**config.mk**
```make
export PLATFORM = sky130hd
export DESIGN_NAME = hazard_stall_controller
export DESIGN_NICKNAME = d
export VERILOG_FILES = /design/src/rtl/hazard_stall_controller.sv
export SDC_FILE = /design/constraint.sdc
export NUM_CORES = 1
export LEC_CHECK = 0
export CORE_ASPECT_RATIO = 0.75
export CORE_MARGIN = 4
export CORE_UTILIZATION = 53
export DETAILED_ROUTE_END_ITERATION = 12
export PLACE_DENSITY = 0.93
export SYNTH_ARGS = -nofsm -noshare
export SYNTH_HDL_FRONTEND = slang
export SYNTH_SLANG_ARGS = --single-unit
```
**constraint.sdc**
```tcl
create_clock -name clk -period 3.6 [get_ports clk]
set_clock_uncertainty 0.1 [all_clocks]
set_input_delay 0.36 -clock clk [delete_from_list [all_inputs] [get_ports clk]]
set_output_delay 0.36 -clock clk [all_outputs]
set_load 0.02 [all_outputs]
```
**src/rtl/hazard_stall_controller.sv**
```systemverilog
// Pipeline hazard/stall sequencer: load-use bubbles, MULT/DIV wait, branch flush, stall counter.
// Latency: all stall/flush outputs are combinational from inputs and current state (zero cycles).
// Backpressure: drives PC/IF-ID enables low for a load-use cycle or for the whole MULT/DIV wait.
module hazard_stall_controller #(
  parameter int MULDIV_CYCLES = 32,
  parameter int CNT_W         = 6,
  parameter int STALL_CNT_W   = 16
) (
  input  logic                   clk,
  input  logic                   reset,
  input  logic                   in_IdEx_MemRead,
  input  logic [4:0]             in_IdEx_RegisterRt,
  input  logic [4:0]             in_IfId_RegisterRs,
  input  logic [4:0]             in_IfId_RegisterRt,
  input  logic                   in_BranchTaken,
  input  logic                   in_MulDivStart,
  input  logic                   in_MulDivReady,
  input  logic                   in_StallCountClear,
  output logic                   EnablePC_Counter,
  output logic                   EnableIFtoID,
  output logic                   EnableControlSig,
  output logic                   FlushIFtoID,
  output logic                   MulDivGo,
  output logic                   MulDivBusy,
  output logic [STALL_CNT_W-1:0] StallCount
);

  // One-hot style encoding; the two unused codes fall into the default arm and return to RUN.
  typedef enum logic [1:0] {
    ST_RUN     = 2'b01,
    ST_MD_WAIT = 2'b10
  } state_t;

  // Counter preload: the wait lasts preload+1 cycles, i.e. exactly MULDIV_CYCLES.
  localparam logic [CNT_W-1:0]       MD_LOAD  = CNT_W'(MULDIV_CYCLES - 1);
  localparam logic [CNT_W-1:0]       CNT_ONE  = CNT_W'(1);
  localparam logic [STALL_CNT_W-1:0] STALL_ONE = STALL_CNT_W'(1);

  state_t                   state_q, state_d;
  logic [CNT_W-1:0]         cnt_q, cnt_d;
  logic [STALL_CNT_W-1:0]   stall_q, stall_d;

  logic load_use;
  logic en_pc, en_ifid, en_ctl, flush, md_go, md_busy;

  // A load in EX whose destination (never $zero) feeds either source of the ID instruction.
  assign load_use = in_IdEx_MemRead
                  && (in_IdEx_RegisterRt != 5'd0)
                  && ((in_IdEx_RegisterRt == in_IfId_RegisterRs)
                   || (in_IdEx_RegisterRt == in_IfId_RegisterRt));

  // Next-state and raw stall/flush decisions; load-use beats MULT/DIV start beats branch flush.
  always_comb begin
    state_d = state_q;
    cnt_d   = cnt_q;
    en_pc   = 1'b1;
    en_ifid = 1'b1;
    en_ctl  = 1'b1;
    flush   = 1'b0;
    md_go   = 1'b0;
    md_busy = 1'b0;
    case (state_q)
      ST_RUN: begin
        if (load_use) begin
          // Freeze IF/ID and PC for one cycle and inject a bubble; the load moves on next cycle.
          en_pc   = 1'b0;
          en_ifid = 1'b0;
          en_ctl  = 1'b0;
        end else if (in_MulDivStart) begin
          // The MULT/DIV itself proceeds into EX; the stall starts on the following cycle.
          md_go   = 1'b1;
          state_d = ST_MD_WAIT;
          cnt_d   = MD_LOAD;
        end else if (in_BranchTaken) begin
          flush = 1'b1;
        end
      end
      ST_MD_WAIT: begin
        // Branch and new MULT/DIV requests are ignored while the unit is busy.
        md_busy = 1'b1;
        en_pc   = 1'b0;
        en_ifid = 1'b0;
        en_ctl  = 1'b0;
        if ((cnt_q == '0) || in_MulDivReady) begin
          state_d = ST_RUN;
        end else begin
          cnt_d = cnt_q - CNT_ONE;
        end
      end
      default: begin
        state_d = ST_RUN;
        cnt_d   = '0;
      end
    endcase
  end

  // Saturating count of PC-stalled cycles; clear wins over increment.
  always_comb begin
    stall_d = stall_q;
    if (in_StallCountClear) begin
      stall_d = '0;
    end else if (!en_pc && (stall_q != '1)) begin
      stall_d = stall_q + STALL_ONE;
    end
  end

  // State, MULT/DIV down-counter and stall counter registers.
  always_ff @(posedge clk or negedge reset) begin
    if (!reset) begin
      state_q <= ST_RUN;
      cnt_q   <= '0;
      stall_q <= '0;
    end else begin
      state_q <= state_d;
      cnt_q   <= cnt_d;
      stall_q <= stall_d;
    end
  end

  // Outputs forced to their idle values while reset is held, so a reset mid-wait releases
  // the pipeline immediately even if the hazard inputs are still active.
  always_comb begin
    EnablePC_Counter = en_pc   | ~reset;
    EnableIFtoID     = en_ifid | ~reset;
    EnableControlSig = en_ctl  | ~reset;
    FlushIFtoID      = flush   & reset;
    MulDivGo         = md_go   & reset;
    MulDivBusy       = md_busy & reset;
  end

  assign StallCount = stall_q;

endmodule

```
==> results of run 1 <==
## sequential cells by signal, indices dropped and copies added (netlist names)
name / count
state_q: 2
cnt_q: 6
StallCount: 16
## cell usage in the layout, fill, tap and decap left out, drive strengths merged, types with 8 or more instances in the layout
master / count
o21ai: 11
o31ai: 8
a21oi: 22
or4: 10
nor2: 13
inv: 9
xor2: 10
dfrtp: 23
clkdlybuf4s50: 43
nand2: 13
## through the flow
step	std cells	worst slack, ns	util (%)	power (mW)	hold WS, ns
after global routing	274	0.2254	72.91	1.021	0.4221
final	274	0.3581	72.91	0.9375	0.4190
after detailed placement	270	0.3660	71.42	0.7758	0.4234
after floorplan	196	1.039	-	0.6580	-0.03559
after global placement	270	0.3511	71.42	0.7632	0.4139
after CTS	274	0.3449	72.91	0.9349	0.4246
## worst register-to-register path, cell delays in order, from the launching register on
cell and delay, ns:
dfstp_2 0.55, ha_1 0.37, inv_1 0.22, o31a_4 0.39, buf_4 0.22, nor4b_1 0.34
mux2_2 0.37
## how the worst max path moves through the flow
| stage | start | to | slack, ns |
|---|---|---|---|
| final | in_IdEx_RegisterRt[1] | FlushIFtoID | 0.36 |
| after detailed placement | in_IdEx_RegisterRt[1] | FlushIFtoID | 0.37 |
| after floorplan | in_IdEx_RegisterRt[1] | EnableIFtoID | 1.04 |
| after global routing | in_IdEx_RegisterRt[1] | FlushIFtoID | 0.23 |
| after CTS | in_IdEx_RegisterRt[1] | FlushIFtoID | 0.34 |
| after global placement | in_IdEx_RegisterRt[1] | FlushIFtoID | 0.35 |
## cell type report
| class | count | area (um^2) | share of cell area [%] |
|---|---|---|---|
| clock buffers | 4 | 45.04 | 2.045 |
| repair buffers | 47 | 460.4 | 20.91 |
| flip-flops and latches | 24 | 601.8 | 27.33 |
| multi-input cells | 152 | 1013 | 46.02 |
| well taps | 38 | 47.55 | 2.159 |
| inverters | 9 | 33.78 | 1.534 |
## routing by layer
metal  part of all wire [%]  GRT usage, %  vias to the layer above
met4                   0.88         4.651                        0
met2                     47         34.72                       80
met1                     44         31.22                      800
met5                      0             0                        -
li1                       -             -                      820
met3                    8.4         5.634                        4
## power by group
part           switching, mW  leakage (nW)  total [mW]  internal, mW
clock                 0.0833        0.0228       0.162        0.0790
sequential            0.0371         0.326       0.346         0.309
combinational          0.258         0.500       0.429         0.170
## kinds of logic (layout without fill, tap and decap cells)
logic type / Yosys count / count (layout)
AOI/OAI and AO/OA: 61 / 61
xor gates and xnor gates: 10 / 10
adders and majority gates: 4 / 4
buffers and inverters: 20 / 60
DFF: 24 / 24
muxes: 4 / 4
and+or+nand+nor: 73 / 73
==> impl_metrics.py, run 1 <==
metrics = {
    "clock_network": {
        "post-cts-setup-buffers": 0,
        "clock-sinks": 24,
        "cts.root.buffer_cell": "clkbuf_8",
        "clkLatencyLatePin_ns": 0.27,
        "cts_resized": 0,
        "cts_buffer_depth": 2,
        "clk_pin_slew_ns": 0.09,
        "cts_buffers": 3,
        "cts_tree": "built",
        "postCtsHoldBufs": 0,
        "htree_levels": 1,
    },
    "logic_synthesis": {
        "synth_cell_types": 46,
        "synth_top_family_by_area": "simple AND/OR/NAND/NOR gates",
        "ys_seq_elements": 24,
        "yosys.area_share.xor_xnor_pct": 5.095,
        "synth_area_leaders": "dfrtp_1 (33%), a21oi_1 (6.4%), xor2_1 (5.1%)",
        "async_flop_share_pct": 100.0,
        "avgSynthCellArea_um2": 8.771,
        "synth_cells": 196,
        "synth_compound_area_share_pct": 23.65,
        "yosys-mux-area-fraction_pct": 2.402,
        "synth_fa_ha_area_share_pct": 2.911,
        "yosysMostFrequentCell": "dfrtp_1",
        "syn_area_um2": 1719,
        "synth-seq-area-share_pct": 35.01,
        "synth-edff-count": 0,
        "ys.flop_type": "dfrtp_1",
        "synth-simple-area-share_pct": 24.89,
        "synth_top_area_share_pct": 33.48,
        "ys_warn_count": 0,
        "syn_nets": 222,
        "yosysTopAreaCell": "dfrtp_1",
        "synth_common_cells": "dfrtp_1 (23), a21oi_1 (22), nand2_1 (13), nor2_1 (13), xor2_1 (10)",
    },
    "floorplan": {
        "die_w_um": 73.77,
        "start_util_pct": 56.92,
        "placementRows": 17,
        "die-area_um2": 4228,
        "design.core.area_um2": 3020,
        "io_pins": 44,
        "die_h_um": 57.32,
    },
    "timing": {
        "final-setup-viol-count": 0,
        "tns_ns": 0,
        "relSlewSlack_pct": 58.46,
        "rsz0062_at_grt": "false",
        "fmax_ghz": 0.3085,
        "min_period_ns": 3.242,
        "tightest_slew_ns": 0.6211,
        "period_share_pct": 90.05,
        "slew_viol_final": 0,
        "hold_viol_final": 0,
    },
    "detailed_routing": {
        "wirelength_um": 4431,
        "firstDrtPassIters": 4,
        "wire_per_inst_um": 16.17,
        "ant_nets": 0,
        "drt_iter0_drc": 94,
        "drc_errors": 0,
        "avgViaCountPerCell": 6.219,
        "vias": 1704,
    },
    "worst_setup_path": {
        "path_cells": "clkdlybuf4s50_1, or4_2, o21ai_2, nor2_1, nor4b_1, clkdlybuf4s50_1",
        "cpMostUsedCell": "clkdlybuf4s50_1",
        "critPathSlowestCell": "or4_2",
        "crit_arrival_ns": 2.78,
        "worstSetupEndpointType": "primary output",
        "path_depth": 6,
        "rr_worst_depth": 6,
        "critical-path-top-delay-family": "buffers and inverters",
        "crit_type": "input port to primary output",
        "slowest_delay_ns": 0.70,
        "cp.required_ns": 3.14,
        "rrSetupSlack_ns": 0.93,
        "timing.rr.start": "state_q[0]",
        "crit_path_start_kind": "input port",
        "regToRegEndpoint": "StallCount[8]",
        "crit_buf_inv": 2,
        "worstPathMaxFanout": 4,
    },
    "grt": {
        "antenna_found_initial": 0,
        "grt_pass1_wl_um": 7610,
        "grt_max_degree": 30,
        "grt_usage_pct": 22.25,
        "grt_pass1_vias": 1645,
        "grt.overflow.total": 0,
    },
    "placed_design": {
        "dpl_cell_area_um2": 2157,
        "detailed_place_hpwl_um": 3333,
        "gp_congestion": 0.9360,
        "portBuffers": 43,
    },
    "power_and_ir_drop": {
        "p_per_area_nw_per_um2": 425.7,
        "leakage_nw": 0.8483,
        "ir_worst_vdd_uv": 388.0,
    },
    "min_path": {
        "hp-class": "input port to asynchronous set/reset pin",
    },
    "layout": {
        "syn_to_final_growth_pct": 28.09,
        "final_net_count": 263,
        "fillerInstances": 233,
        "fin_area_um2": 2202,
        "antenna_cells": 0,
        "drive_gt1_share_pct": 7.203,
    },
    "flow_run": {
        "cap_violations": 0,
    },
    "run_status": {
        "outcome": "completed",
    },
}
Power figures use the tool's default switching activity.
==> run 2: changes to the inputs <==
ABC_AREA = 1   (was default)
CORE_UTILIZATION = 54   (was 53)
==> impl_metrics.py, run 2 <==
metrics = {
    "run_status": {
        "outcome": "completed",
    },
    "floorplan": {
        "die_w_um": 76.12,
        "die-area_um2": 4498,
        "design.core.area_um2": 3311,
        "placementRows": 18,
        "io_pins": 44,
        "start_util_pct": 56.76,
        "die_h_um": 59.09,
    },
    "worst_setup_path": {
        "path_cells": "clkdlybuf4s50_1, inv_2, nand2_1, nand2_1, nor2_1, nand3_1, nand2_1, nand3_1, nand2_2, nand2_1, clkdlybuf4s50_1",
        "crit_type": "input port to primary output",
        "regToRegEndpoint": "StallCount[15]",
        "timing.rr.start": "StallCount[0]",
        "critPathSlowestCell": "clkdlybuf4s50_1",
        "slowest_delay_ns": 0.58,
        "rr_worst_depth": 9,
        "worstSetupEndpointType": "primary output",
        "crit_arrival_ns": 2.47,
        "crit_path_start_kind": "input port",
        "cpMostUsedCell": "nand2_1",
        "rrSetupSlack_ns": 1.50,
        "crit_start": "in_IdEx_RegisterRt[1]",
        "worstPathMaxFanout": 18,
        "cp.required_ns": 3.14,
    },
    "clock_network": {
        "clk_pin_slew_ns": 0.08,
        "cts_resized": 0,
        "htree_levels": 1,
        "cts.root.buffer_cell": "clkbuf_8",
        "clock-sinks": 24,
        "post-cts-setup-buffers": 0,
        "cts_tree": "built",
        "cts_buffer_depth": 2,
        "clkLatencyLatePin_ns": 0.26,
        "cts_buffers": 3,
        "postCtsHoldBufs": 0,
    },
    "grt": {
        "grt.overflow.total": 0,
        "grt_max_degree": 33,
        "grt_pass1_wl_um": 8190,
        "antenna_found_initial": 0,
        "grt_pass1_vias": 1833,
        "grt_usage_pct": 21.82,
    },
    "placed_design": {
        "portBuffers": 43,
        "gp_congestion": 0.9114,
        "detailed_place_hpwl_um": 3478,
        "dpl.cell_count": 356,
    },
    "timing": {
        "tns_ns": 0,
        "fmax_ghz": 0.3417,
        "period_share_pct": 81.29,
        "slew_viol_final": 0,
        "final-setup-viol-count": 0,
        "hold_viol_final": 0,
        "relSlewSlack_pct": 39.46,
        "tightest_slew_ns": 0.9071,
        "min_period_ns": 2.927,
        "rsz0062_at_grt": "false",
    },
    "layout": {
        "final_cell_count_no_fill": 360,
        "antenna_cells": 0,
        "syn_to_final_growth_pct": 25.77,
        "final_net_count": 347,
        "fillerInstances": 286,
        "multi_input_area_um2": 1049,
        "regArea_um2": 601.8,
        "largest_register_ffs": 16,
        "final_util_pct": 71.39,
        "final_common_cell": "nand2_1",
        "drive_gt1_share_pct": 6.875,
        "mostFrequentLayoutCells": "nand2_1 (87), clkdlybuf4s50_1 (43), inv_1 (40)",
    },
    "detailed_routing": {
        "avgViaCountPerCell": 5.192,
        "drt_iter0_drc": 124,
        "drc_errors": 0,
        "vias": 1869,
        "wirelength_um": 4618,
        "ant_nets": 0,
        "firstDrtPassIters": 4,
        "wire_per_inst_um": 12.83,
    },
    "flow_run": {
        "cap_violations": 0,
    },
    "logic_synthesis": {
        "ys_seq_elements": 24,
        "avgSynthCellArea_um2": 6.688,
        "synth-seq-area-share_pct": 32.02,
        "yosysTopAreaCell": "dfrtp_1",
        "synth_common_cells": "nand2_1 (87), inv_1 (40), nand3_1 (35)",
        "async_flop_share_pct": 100.0,
        "syn_area_um2": 1879,
        "synth-edff-count": 0,
        "synth_area_leaders": "dfrtp_1 (31%), nand2_1 (17%), nand3_1 (9.3%)",
        "syn_nets": 307,
        "ys_warn_count": 0,
        "synth_cells": 281,
        "synth_top_area_share_pct": 30.63,
        "synth_cell_types": 30,
        "yosysMostFrequentCell": "nand2_1",
        "ys.flop_type": "dfrtp_1",
    },
    "min_path": {
        "hp-class": "input port to asynchronous set/reset pin",
    },
    "power_and_ir_drop": {
        "p_per_area_nw_per_um2": 419.3,
        "leakage_nw": 1.274,
        "ir_worst_vdd_uv": 327.8,
    },
}
==> run 2: cell types whose count changed after synthesis, moves of 6 or more <==
cell	before	now
a21oi_1	22	1
o31ai_1	8	1
nor2_1	13	19
or4_1	9	0
nand3_1	7	35
inv_1	9	40
nand2_1	13	87
nand4_1	2	18
inv_2	0	6
==> run 2: critical path: cells and delay by family <==
kind,cells,cell delay (ns)
buffers and inverters,3,1.15
AND/OR/NAND/NOR,8,0.95
==> run 2: power by group <==
group | total, mW | internal, mW | switching [mW]
clock | 0.162 | 0.0790 | 0.0832
combinational | 0.474 | 0.182 | 0.292
sequential | 0.355 | 0.315 | 0.0397
==> run 2: cells by family after synthesis <==
kind of cell / synth area share, %
AO/OA/AOI/OAI: 2.996
buffers and inverters: 12.18
flip-flops: 32.02
XOR/XNOR: 7.456
adder cells (fa/ha/maj): 2.663
AND/OR/NAND/NOR: 42.68
==> run 2: cell type report <==
class | instances | share of cell area, %
inverters | 46 | 7.305
clock buffers | 4 | 1.906
well taps | 40 | 2.118
repair buffers | 45 | 18.85
multi-input cells | 201 | 44.36
flip-flops and latches | 24 | 25.46
==> run 2: worst max path at each step <==
| stage | end | slack, ns | depth (start not counted) |
|---|---|---|---|
| 6_report | EnableControlSig | 0.67 | 11 |
| 5_1_grt | EnableControlSig | 0.49 | 11 |
| 4_1_cts | EnableControlSig | 0.66 | 11 |
| 3_5_place_dp | EnableControlSig | 0.66 | 11 |
| 3_3_place_gp | EnableControlSig | 0.78 | 9 |
| 2_1_floorplan | EnableIFtoID | 1.44 | 7 |
==> run 2: stage by stage <==
step	instance area, um^2	hold WS [ns]	power, mW	setup slack, ns
after floorplan	1879	-0.03559	0.7004	1.443
after global placement	2318	0.3653	0.8080	0.7835
after detailed placement	2318	0.3749	0.8298	0.6624
after CTS	2364	0.2513	0.9929	0.6633
after global routing	2364	0.2543	1.077	0.4898
final	2364	0.2479	0.9911	0.6735
==> run 2: per-layer routing <==
layer  wire [um]  vias to the layer above  share of wire (%)  track usage [%]
li1            -                      963                  -                -
met1        2176                      852                 47            30.11
met2        2148                       50                 47            36.34
met3         244                        4                5.3            4.255
met4          48                        0                1.0            4.239
met5           0                        -                  0                0
==> run 3: changes to the inputs <==
CORE_UTILIZATION = 50   (was 54)
PLACE_DENSITY = 0.87   (was 0.93)
clock period = 2.8 ns   (was 3.6 ns; I/O delays follow)
==> impl_metrics.py, run 3 (synthesized netlist as in run 2, its figures left out) <==
metrics = {
    "run_status": {
        "outcome": "completed",
    },
    "worst_setup_path": {
        "crit_type": "flip-flop to primary output",
        "worstSetupEndpointType": "primary output",
        "crit_arrival_ns": 2.08,
        "cp.required_ns": 2.42,
        "crit_path_start_kind": "flip-flop",
        "worstPathMaxFanout": 7,
        "rrSetupSlack_ns": 0.69,
        "rr_worst_depth": 9,
    },
    "timing": {
        "hold_slack_ns": 0.3788,
        "hold_viol_final": 0,
        "min_period_ns": 2.457,
        "tns_ns": 0,
        "rsz0062_at_grt": "false",
        "final-setup-viol-count": 0,
        "relSlewSlack_pct": 66.24,
        "period_share_pct": 87.75,
        "tightest_slew_ns": 0.5059,
        "slew_viol_final": 0,
        "fmax_ghz": 0.4070,
    },
    "power_and_ir_drop": {
        "power.share.sequential_pct": 34.6,
        "power_frac_comb_pct": 46.7,
        "p_per_area_nw_per_um2": 547.7,
        "ir_worst_vdd_uv": 588.8,
        "p_sw_mw": 0.5399,
        "leakage_nw": 1.285,
        "p_int_mw": 0.7710,
        "p_clk_share_pct": 18.7,
        "netSwitchingFraction_pct": 41.19,
    },
    "detailed_routing": {
        "avgViaCountPerCell": 5.075,
        "drt_iter0_drc": 111,
        "drc_errors": 0,
        "wirelength_um": 4460,
        "wire_per_inst_um": 12.02,
        "ant_nets": 0,
        "vias": 1883,
        "firstDrtPassIters": 4,
    },
    "layout": {
        "final_common_cell": "nand2_1",
        "final_net_count": 348,
        "antenna_cells": 0,
        "mostFrequentLayoutCells": "nand2_1 (87), clkdlybuf4s50_1 (43), inv_1 (40)",
        "largest_register_ffs": 16,
        "syn_to_final_growth_pct": 27.36,
        "drive_gt1_share_pct": 7.477,
    },
    "floorplan": {
        "die_w_um": 78.79,
        "io_pins": 44,
        "die_h_um": 61.10,
        "die-area_um2": 4814,
        "design.core.area_um2": 3446,
        "placementRows": 18,
        "start_util_pct": 54.54,
    },
    "clock_network": {
        "cts.root.buffer_cell": "clkbuf_8",
        "cts_resized": 0,
        "cts_buffer_depth": 2,
        "htree_levels": 1,
        "post-cts-setup-buffers": 0,
        "cts_buffers": 3,
        "cts_tree": "built",
        "clk_pin_slew_ns": 0.08,
        "clkLatencyLatePin_ns": 0.28,
        "postCtsHoldBufs": 0,
        "clock-sinks": 24,
    },
    "grt": {
        "grt_usage_pct": 19.03,
        "grt_pass1_wl_um": 7224,
        "grt_pass1_vias": 1615,
        "antenna_found_initial": 0,
        "grt.overflow.total": 0,
        "grt_max_degree": 25,
    },
    "placed_design": {
        "gp_congestion": 0.8895,
        "portBuffers": 43,
        "detailed_place_hpwl_um": 3358,
    },
    "flow_run": {
        "cap_violations": 0,
    },
    "min_path": {
        "hp-class": "flip-flop to flip-flop",
        "hold_depth": 2,
    },
}
[run 3: cell types whose count changed in the layout (fill, tap and decap cells not counted)]
cell and delta:
buf_4 +1, clkbuf_1 -1, clkbuf_8 +1
[run 3: power groups by stage]
stage	clock (mW)	sequential [mW]	combinational, mW
after detailed placement	0	0.460	0.607
after global routing	0.266	0.460	0.686
after global placement	0	0.460	0.592
after CTS	0.249	0.454	0.611
after floorplan	0	0.455	0.446
final	0.245	0.454	0.612
[run 3: area by class of cell]
cell class,count,area [um^2]
clock buffers,4,55.05
inverters,46,172.7
multi-input cells,201,1049
repair buffers,46,452.9
flip-flops and latches,24,601.8
fillers,286,1052
well taps,50,62.56
[run 3: stage by stage]
step	utilization, %	setup WS (ns)	power, mW	instances	cell area, um^2
detailed placement	67.86	0.3395	1.067	367	2338
floorplan	-	0.7231	0.9005	281	1879
CTS	69.46	0.3394	1.313	371	2394
global placement	67.86	0.3662	1.053	367	2338
global route	69.46	0.1715	1.412	371	2394
finish	69.46	0.3430	1.311	371	2394
[run 3: critical path, stage by stage (launching register included)]
cell and delay, ns:
dfstp_2 0.55, ha_1 0.29, inv_1 0.09, nand2_1 0.08
nand2_2 0.06, nand2_1 0.11, clkdlybuf4s50_1 0.63
[run 3: worst paths after layout]
check,from,end
max in group asynchronous,reset,state_q[0]
min,state_q[0],state_q[0]
max reg2reg,StallCount[0],StallCount[0]
min reg2reg,state_q[0],state_q[0]
max,state_q[0],EnableIFtoID
min in group asynchronous,reset,cnt_q[2]
[run 3: per-layer routing]
layer	part of all wire, %	routed length, um	vias up	global-route usage (%)
li1	-	-	970	-
met1	49	2194	840	27.00
met2	43	1906	67	29.14
met3	6.9	309	6	4.971
met4	1.1	50	0	5.237
met5	0	0	-	0
